`src/rtl/debounce_bit.sv`:
```
// One input bit: 2-flop synchronizer, then a stability counter that moves the
// synchronized value to level only after Stable_Count consecutive enabled samples.
module debounce_bit #(
  parameter int Stable_Count = 4,
  parameter int Count_Bits   = 16
) (
  input  logic clk,
  input  logic sres,
  input  logic ld_en,
  input  logic raw,
  output logic level,
  output logic bouncing
);

  localparam logic [Count_Bits-1:0] LAST = Count_Bits'(Stable_Count - 1);

  logic                  sync1, sync2;
  logic [Count_Bits-1:0] cnt;

  always_ff @(posedge clk) begin
    if (sres) begin
      sync1 <= 1'b0;
      sync2 <= 1'b0;
      level <= 1'b0;
      cnt   <= '0;
    end else begin
      sync1 <= raw;
      sync2 <= sync1;
      // Agreement with the current level discards any partial qualification.
      if (sync2 == level) begin
        cnt <= '0;
      end else if (ld_en) begin
        if (cnt == LAST) begin
          level <= sync2;
          cnt   <= '0;
        end else begin
          cnt <= cnt + 1'b1;
        end
      end
    end
  end

  assign bouncing = (cnt != '0);

endmodule

```
`src/rtl/debounce_variable_width.sv`:
```
// Width independent debouncers; Level_Out feeds the both-edge pulse detector and
// ld_en is a shared prescaler tick that scales the qualification window.
module debounce_variable_width #(
  parameter int Width        = 1,
  parameter int Stable_Count = 4,
  parameter int Count_Bits   = 16
) (
  input  logic             clk,
  input  logic             sres,
  input  logic             ld_en,
  input  logic [Width-1:0] Raw_In,
  output logic [Width-1:0] Level_Out,
  output logic [Width-1:0] Bouncing
);

  initial begin
    assert (Stable_Count >= 1 &&
            longint'(Stable_Count) <= ((longint'(1) << Count_Bits) - 1))
      else $error("Stable_Count out of range for Count_Bits");
  end

  for (genvar i = 0; i < Width; i++) begin : g_bit
    debounce_bit #(
      .Stable_Count(Stable_Count),
      .Count_Bits  (Count_Bits)
    ) u_bit (
      .clk     (clk),
      .sres    (sres),
      .ld_en   (ld_en),
      .raw     (Raw_In[i]),
      .level   (Level_Out[i]),
      .bouncing(Bouncing[i])
    );
  end

endmodule
```
`config.mk`:
```
export PLATFORM = sky130hd
export DESIGN_NAME = debounce_variable_width
export DESIGN_NICKNAME = d
export VERILOG_FILES = /design/src/rtl/debounce_bit.sv /design/src/rtl/debounce_variable_width.sv
export SDC_FILE = /design/constraint.sdc
export NUM_CORES = 1
export LEC_CHECK = 0
export ABC_CLOCK_PERIOD_IN_PS = 4100
export CAP_MARGIN = 20
export CORE_UTILIZATION = 55
export CTS_CLUSTER_DIAMETER = 50
export DETAILED_ROUTE_END_ITERATION = 10
export HOLD_SLACK_MARGIN = 0.1
export PLACE_DENSITY = 0.73
export SLEW_MARGIN = 20
export SYNTH_ARGS = -nofsm -noshare
export SYNTH_HDL_FRONTEND = slang
export SYNTH_SLANG_ARGS = --single-unit
```
`constraint.sdc`:
```
create_clock -name clk -period 4.1 [get_ports clk]
set_clock_uncertainty 0.05 [all_clocks]
set_input_delay 0.82 -clock clk [delete_from_list [all_inputs] [get_ports clk]]
set_output_delay 0.82 -clock clk [all_outputs]
set_load 0.03 [all_outputs]
```
# Word level (Yosys, flattened, before mapping)
# Cells that the tools add are included.
[word_totals]
ff_bits = 19
in_bits = 4
out_inout_bits = 2
word_cells = 12
[op_classes]
n_addsub = 1
n_eq_ne = 2
muxes = 1
bitwise_logic = 1
reduce_logical = 3
[ops]
columns = ["operator", "count"]
rows = [
  ["adder 16 x 1 -> 16 bit, second input constant", 1],
  ["== test 16 x 2 -> 1 bit, second input constant", 1],
  ["2-to-1 mux 16 bit", 1],
  ["nonzero test 16 bit", 1],
  ["AND reduction 3 bit", 1],
  ["OR reduction 2 bit", 1],
  ["== test 1 bit", 1],
  ["inverter 1 bit", 1],
]

# Longest topological paths before layout
# Gate-level depths: netlist of run 1.
[depth]
word_depth = 3
ltp_mapped = 7

# Worst setup path before layout of run 1
# Ideal clock, no wire load.
[synth_path]
path_kind = "register to output"
start = "register g_bit[0].u_bit.cnt[11]"
end = "output Bouncing"
t_arrival_ns = 1.281
setup_slack_ns = 1.949
path_stages_with_launch = 4
n_path_buf = 0
path_cell_list = "dfxtp_1 or4_1 nor2_1 nand4_1"
[synth_via]
elab_chain_cells = 1
[synth_rtl]
columns = ["element", "line_no", "rtl"]
rows = [
  ["start: declaration", "debounce_bit.sv:18", "logic [Count_Bits-1:0] cnt;"],
  ["start signal: assignment", "debounce_bit.sv:37", "cnt <= cnt + 1'b1;"],
  ["nonzero test 16 bit", "debounce_bit.sv:43", "assign bouncing = (cnt != '0);"],
  ["end: declaration", "debounce_variable_width.sv:13", "output logic [Width-1:0] Bouncing"],
]
# No other way between the ends.

# Worst setup path after layout of run 1
[layout_path]
start = "register g_bit[0].u_bit.cnt[6]"
end = "output Bouncing"
# The elaborated chain is that of the path after synthesis.

==> results of run 1 <==
==> layer usage <==
metal	global-route usage [%]	routed length, µm	share of wire [%]	vias up
li1	-	-	-	347
met4	14.4	46	3.3	0
met5	0	0	0	-
met1	22.5	684	48	299
met2	27.7	641	45	9
met3	6.47	41	2.9	5
==> flip-flops by register name, summed over array words and instances, names as in the netlist <==
register / count
g_bit.u_bit.cnt: 16
g_bit.u_bit.level: 1
g_bit.u_bit.sync1: 1
g_bit.u_bit.sync2: 1
==> cell type report <==
| class | instances | area [µm²] | area share, % |
|---|---|---|---|
| multi-input cells | 72 | 452 | 47.9 |
| flip-flops and latches | 19 | 380 | 40.3 |
| repair buffers | 5 | 50.0 | 5.31 |
| clock buffers | 4 | 26.3 | 2.79 |
| well taps | 16 | 20.0 | 2.12 |
| inverters | 4 | 15.0 | 1.59 |
==> worst register-to-register path: stages (launching register included) <==
cell,delay [ns]
sky130_fd_sc_hd__dfxtp_1,0.35
sky130_fd_sc_hd__or4_1,0.58
sky130_fd_sc_hd__and4bb_1,0.34
sky130_fd_sc_hd__or3_1,0.46
sky130_fd_sc_hd__nor2_1,0.11
==> worst paths after layout <==
path                            slack, ns                      to  depth (start not counted)
worst min register to register       0.40    g_bit[0].u_bit.sync2                          1
worst max-delay path                 1.17                Bouncing                          4
worst max register to register       2.08  g_bit[0].u_bit.cnt[12]                          4
worst min-delay path                 0.40    g_bit[0].u_bit.sync2                          1
==> stage by stage <==
| step | utilization, % | hold WS (ns) | cells | power (mW) |
|---|---|---|---|---|
| 6_report | 62.6 | 0.403 | 120 | 0.288 |
| 5_1_grt | 62.6 | 0.421 | 120 | 0.302 |
| 4_1_cts | 62.6 | 0.412 | 120 | 0.293 |
| 3_5_place_dp | 60.9 | 0.388 | 116 | 0.199 |
| 3_3_place_gp | 60.9 | 0.374 | 116 | 0.199 |
| 2_1_floorplan | - | 0.364 | 99 | 0.197 |
==> cell families after synthesis <==
kind of cell,after synthesis
adders and majority gates,2
buffers and inverters,8
xor gates and xnor gates,16
muxes,2
and+or+nand+nor,52
DFF,19
==> where the power goes <==
part	total, mW	switching (mW)	internal, mW
combinational	0.00838	0.00372	0.00466
sequential	0.186	0.000576	0.186
clock	0.0932	0.0552	0.0380
total	0.288	0.0595	0.228
==> layout by cell type (no fill, tap or decap) <==
master	instances
sky130_fd_sc_hd__nor2_1	20
sky130_fd_sc_hd__dfxtp_1	19
sky130_fd_sc_hd__xnor2_1	12
sky130_fd_sc_hd__nand4_1	6
sky130_fd_sc_hd__nor4_1	5
sky130_fd_sc_hd__nand2_1	5
sky130_fd_sc_hd__clkdlybuf4s50_1	5
sky130_fd_sc_hd__inv_1	4
sky130_fd_sc_hd__nor3_1	4
sky130_fd_sc_hd__xor2_1	4
sky130_fd_sc_hd__nand3_1	3
sky130_fd_sc_hd__clkbuf_4	3
sky130_fd_sc_hd__or4_1	2
sky130_fd_sc_hd__nor2b_1	2
sky130_fd_sc_hd__mux2i_1	2
sky130_fd_sc_hd__ha_1	2
sky130_fd_sc_hd__nor4bb_1	1
sky130_fd_sc_hd__and4bb_1	1
sky130_fd_sc_hd__or3_1	1
sky130_fd_sc_hd__nor2_2	1
sky130_fd_sc_hd__and3_1	1
sky130_fd_sc_hd__clkbuf_1	1
==> reports/qor.yml, run 1 <==
status:
  status: "finished, final reports clean"
cells_and_area:
  synthToLayoutAreaGrowth_pct: 5.45
  post_route_cells_drive_above_1_share_pct: 3.85
  post-route-cell-area_um2: 943
  num_antenna_cells: 0
  nets: 111
  nFillCells: 127
grt:
  grt_max_degree: 17
  grt_usage_pct: 18.9
  first_global_vias: 594
  remaining_overflow_grt: 0
  global_route_wire_length_before_repair_um: 2460
  antenna_found_initial: 0
logic_synthesis:
  synth_top_family_by_area: "simple AND/OR/NAND/NOR gates"
  post-synth-top-count-cell: "sky130_fd_sc_hd__nor2_1"
  post_syn_nets: 105
  share_of_synthesized_cell_area_in_and_or_nand_and_nor_gates_pct: 29.8
  synth.lib_cells_used.distinct: 22
  synthDominantCellAreaShare_pct: 42.5
  syn_avg_cell_area_um2: 9.04
  post_synthesis_register_bit_count: 19
  synth.yosys.seq_area_share_pct: 42.5
  synth_adder_area_share_pct: 2.80
  synthesis.yosys.warnings: 0
  syn_area_um2: 895
  asyncSetResetFlopFracSynth_pct: 0
  synthCells: 99
  muxShareOfSynthArea_pct: 2.24
  synth_top_flop_cell: "sky130_fd_sc_hd__dfxtp_1"
  synth-edff-count: 0
  synth-compound-area-share_pct: 0
  synth_largest_area_cell: "sky130_fd_sc_hd__dfxtp_1"
  synth_common_cells: "sky130_fd_sc_hd__nor2_1 (20), sky130_fd_sc_hd__dfxtp_1 (19), sky130_fd_sc_hd__xnor2_1 (12)"
  synth_xor_xnor_area_share_pct: 15.7
  ys_top_cells_by_area: "sky130_fd_sc_hd__dfxtp_1 (43%), sky130_fd_sc_hd__xnor2_1 (12%), sky130_fd_sc_hd__nor2_1 (8.4%)"
clock_network:
  clk_pin_slew_worst_paths_ns: 0.10
  post_cts.resized_instances: 0
  cts_num_sinks: 19
  cts_root_buffer: "sky130_fd_sc_hd__clkbuf_4"
  hold_bufs_at_cts: 0
  htree_levels: 1
  clock_insertion_delay_worst_skew_ns: 0.30
  cts_tree: "yes"
  cts_buffers: 3
  number_of_buffers_between_clock_root_and_the_deepest_sink: 2
  cts.repair_timing.setup_buffer_count: 0
worst_setup_path:
  worstPathMaxFanout: 3
  critPathRequiredTime_ns: 3.23
  worst-setup-path-type: "register to output port"
  timing.critical_path.slowest_cell_delay_ns: 0.61
  critical-path-slowest-cell: "sky130_fd_sc_hd__clkdlybuf4s50_1"
  timing.critical_path.from: "g_bit[0].u_bit.cnt[6]"
  worst-path-buf-inv: 1
  cp-end-kind: "output port"
  path_cells: "or4_1 > nor2_1 > nand4_1 > clkdlybuf4s50_1"
  path_delay_family: "simple AND/OR/NAND/NOR gates"
  startpoint_type: "register"
  timing.critical_path.arrival_ns: 2.06
  critical_path.reg2reg.startpoint: "g_bit[0].u_bit.cnt[6]"
timing:
  setup_viol_count_final: 0
  final.period_utilization_pct: 71.3
  max_slew_margin_pct: 64.6
  setup_slack_ns: 1.17
  rsz_0062_raised_after_global_routing: "no"
  max_freq_mhz: 342
  final-hold-violation-count: 0
  fin_tns_setup_ns: 0
  worst_pin_slew_ns: 0.531
  drv_slew: 0
  final_period_minus_worst_setup_slack_ns: 2.93
routing:
  ant_nets: 0
  number_of_design_rule_violations_left_by_the_first_detailed_router_iteration: 12
  wl_per_cell_um: 11.8
  wirelength_um: 1410
  detailedRoute.firstPassIterationCount: 4
  route.vias.total: 660
  route.detailed.vias_per_inst: 5.50
  detail_route.drc_violations: 0
worst_hold_path:
  source_of_the_worst_hold_timing_path: "g_bit[0].u_bit.sync1"
  hold_path.class: "register to register"
pwr:
  power.density_cell_area_nw_per_um2: 305
  ir_worst_vdd_mv: 0.203
  power.static_leakage_nw: 0.290
placed_design:
  dp_hpwl_um: 1070
  numPortBuffers: 5
  placement.cell_area_um2: 917
  dpl_worst_slack_ns: 1.43
  gp_congestion: 0.778
die:
  row_count: 14
  io-pin-count: 6
  die_width_um: 42.3
  die-area_um2: 1790
  die_h_um: 42.3
  initial_core_util_pct: 59.4
  floorplan.core_area_um2: 1510
job:
  max_cap_viol_count: 0
Power figures use the tool's default switching activity.
==> inputs of run 2 (changes only) <==
--- a/config.mk
+++ b/config.mk
@@ -5,13 +5,13 @@
 export SDC_FILE = /design/constraint.sdc
 export NUM_CORES = 1
 export LEC_CHECK = 0
-export ABC_CLOCK_PERIOD_IN_PS = 4100
+export ABC_CLOCK_PERIOD_IN_PS = 2470
 export CAP_MARGIN = 20
-export CORE_UTILIZATION = 55
+export CORE_UTILIZATION = 50
 export CTS_CLUSTER_DIAMETER = 50
 export DETAILED_ROUTE_END_ITERATION = 10
 export HOLD_SLACK_MARGIN = 0.1
-export PLACE_DENSITY = 0.73
+export PLACE_DENSITY = 0.7
 export SLEW_MARGIN = 20
 export SYNTH_ARGS = -nofsm -noshare
 export SYNTH_HDL_FRONTEND = slang
==> constraint.sdc (replaced) <==
create_clock -name clk -period 2.47 [get_ports clk]
set_clock_uncertainty 0.05 [all_clocks]
set_input_delay 0.494 -clock clk [delete_from_list [all_inputs] [get_ports clk]]
set_output_delay 0.494 -clock clk [all_outputs]
set_load 0.03 [all_outputs]
==> run 2 against run 1 <==
Via count grew 2.9%. Cell area increased by 3.3%. Clock power increased by 63%. Non-clock buffer count is 3 higher. Largest power group unchanged. Largest cell class unchanged. Register-to-register slack lost 1.4 ns. Setup slack lost 1.0 ns. Utilization shrank 1.5 points. Highest routed layer unchanged. Sequential power increased by 66%.
==> reports/qor.yml, run 2 (synthesized netlist as in run 1, its figures left out) <==
routing:
  detail_route.drc_violations: 0  # unchanged
  detailedRoute.firstPassIterationCount: 2  # -2
  wl_per_cell_um: 11.8  # -0.23%
  route.vias.total: 679  # +2.9%
  ant_nets: 0  # unchanged
  wirelength_um: 1540  # +8.9%
  route.detailed.vias_per_inst: 5.18  # -5.8%
  number_of_design_rule_violations_left_by_the_first_detailed_router_iteration: 5  # -7
cells_and_area:
  num_antenna_cells: 0  # unchanged
  synthToLayoutAreaGrowth_pct: 8.95
  finalNonFillerCells: 131  # +9.2%
  nets: 114  # +2.7%
  post_route_cells_drive_above_1_share_pct: 6.54  # +2.7 points
  largest_register: "g_bit.u_bit.cnt"
  layout.cells.most_common_list: "sky130_fd_sc_hd__nor2_1 (20), sky130_fd_sc_hd__dfxtp_1 (19), sky130_fd_sc_hd__xnor2_1 (12)"
  nFillCells: 155  # +22%
  post-route-cell-area_um2: 975  # +3.3%
  final_common_cell: "sky130_fd_sc_hd__nor2_1"
  flip_flop_count_of_the_largest_register_after_layout: 16  # unchanged
die:
  row_count: 14  # unchanged
  die-area_um2: 1960  # +9.5%
  initial_core_util_pct: 56.1  # -3.3 points
  floorplan.core_area_um2: 1590  # +5.8%
  io-pin-count: 6  # unchanged
  die_h_um: 44.3  # +4.7%
  die_width_um: 44.3  # +4.7%
clock_network:
  clock_insertion_delay_worst_skew_ns: 0.28  # -0.02 ns
  clk_pin_slew_worst_paths_ns: 0.11  # about the same
  cts_tree: "yes"
  cts_root_buffer: "sky130_fd_sc_hd__clkbuf_4"
  cts_buffers: 3  # unchanged
  htree_levels: 1  # unchanged
  number_of_buffers_between_clock_root_and_the_deepest_sink: 2  # unchanged
  cts_num_sinks: 19  # unchanged
timing:
  final.period_utilization_pct: 94.5
  setup_viol_count_final: 0  # unchanged
  rsz_0062_raised_after_global_routing: "no"
  drv_slew: 0  # unchanged
  max_freq_mhz: 428
  worst_pin_slew_ns: 0.383  # -0.148 ns
  final-hold-violation-count: 0  # unchanged
  final_period_minus_worst_setup_slack_ns: 2.33
  hold_ws_ns: 0.406  # +0.00281 ns
  fin_tns_setup_ns: 0  # unchanged
  max_slew_margin_pct: 74.2  # +9.6 points
worst_setup_path:
  timing.critical_path.arrival_ns: 1.79  # -0.27 ns
  critPathRequiredTime_ns: 1.93  # -1.30 ns
  worstPathMaxFanout: 6  # +3
  worst-setup-path-type: "register to output port"
  cp-end-kind: "output port"
  rrSetupSlack_ns: 0.72  # -1.36 ns
  startpoint_type: "register"
grt:
  first_global_vias: 651  # +9.6%
  global_route_wire_length_before_repair_um: 2720  # +10%
  grt_usage_pct: 19.0  # +0.13 points
  antenna_found_initial: 0  # unchanged
  grt_max_degree: 11  # -6
  remaining_overflow_grt: 0  # unchanged
placed_design:
  numPlacedInstances: 127  # +9.5%
  numPortBuffers: 5  # unchanged
  gp_congestion: 0.764  # -1.8%
  placement.cell_area_um2: 950  # +3.5%
  dp_hpwl_um: 1170  # +9.6%
pwr:
  power.static_leakage_nw: 0.307  # +6.0%
  power.density_cell_area_nw_per_um2: 489  # +60%
  ir_worst_vdd_mv: 0.304  # +50%
status:
  status: "finished, final reports clean"
job:
  max_cap_viol_count: 0  # unchanged
worst_hold_path:
  hold_path.class: "register to register"
[run 2: final timing paths]
path / from / to / depth (start not counted)
setup reg to reg: g_bit[0].u_bit.cnt[11] / g_bit[0].u_bit.cnt[10] / 5
setup / recovery: g_bit[0].u_bit.cnt[11] / Bouncing / 4
hold reg to reg: g_bit[0].u_bit.sync1 / g_bit[0].u_bit.sync2 / 1
hold / removal: g_bit[0].u_bit.sync1 / g_bit[0].u_bit.sync2 / 1
[run 2: layout make-up]
cell class / instances / area, µm² / area share, %
Multi-Input combinational cell: 72 / 452 / 46.3
Inverter: 4 / 15.0 / 1.54
Clock buffer: 4 / 26.3 / 2.70
Timing Repair Buffer: 8 / 71.3 / 7.32
Sequential cell: 19 / 380 / 39.0
Tap cell: 24 / 30.0 / 3.08
[run 2: timing repair]
action,in CTS,in global routing
endpoints found under the setup margin,1,0
setup buffers,0,0
resized for setup,1,0
hold buffers,0,0
[run 2: where the power goes]
part           total, mW  switching [mW]  internal, mW
sequential         0.309        0.000935         0.308
clock              0.152          0.0899        0.0626
combinational     0.0152         0.00669       0.00853
total              0.477          0.0975         0.379
[run 2: per-layer routing]
| layer | GRT usage (%) | vias to the layer above | wire [µm] |
|---|---|---|---|
| li1 | - | 351 | - |
| met1 | 23.5 | 320 | 739 |
| met2 | 31.8 | 6 | 756 |
| met3 | 3.67 | 2 | 24 |
| met4 | 9.09 | 0 | 19 |
| met5 | 0 | - | 0 |
[run 2: metrics by stage]
step / setup slack (ns) / power (mW) / util, %
after floorplan: 0.645 / 0.327 / -
after global placement: 0.228 / 0.331 / 59.6
after detailed placement: 0.204 / 0.331 / 59.6
after CTS: 0.109 / 0.481 / 61.1
after global routing: 0.0121 / 0.502 / 61.1
final: 0.136 / 0.477 / 61.1
[run 2: critical path: stages (launching register included)]
cell and delay, ns:
sky130_fd_sc_hd__dfxtp_1 0.37, sky130_fd_sc_hd__or4_1 0.55, sky130_fd_sc_hd__nor2_1 0.12, sky130_fd_sc_hd__nand4_1 0.09, sky130_fd_sc_hd__dlygate4sd2_1 0.37
==> inputs of run 3 (changes only) <==
--- a/config.mk
+++ b/config.mk
@@ -9,6 +9,7 @@
 export CAP_MARGIN = 20
 export CORE_UTILIZATION = 50
 export CTS_CLUSTER_DIAMETER = 50
+export CTS_CLUSTER_SIZE = 14
 export DETAILED_ROUTE_END_ITERATION = 10
 export HOLD_SLACK_MARGIN = 0.1
 export PLACE_DENSITY = 0.7
==> results of run 3 <==
The final DEF is identical to that of run 2; final timing and power are the same.
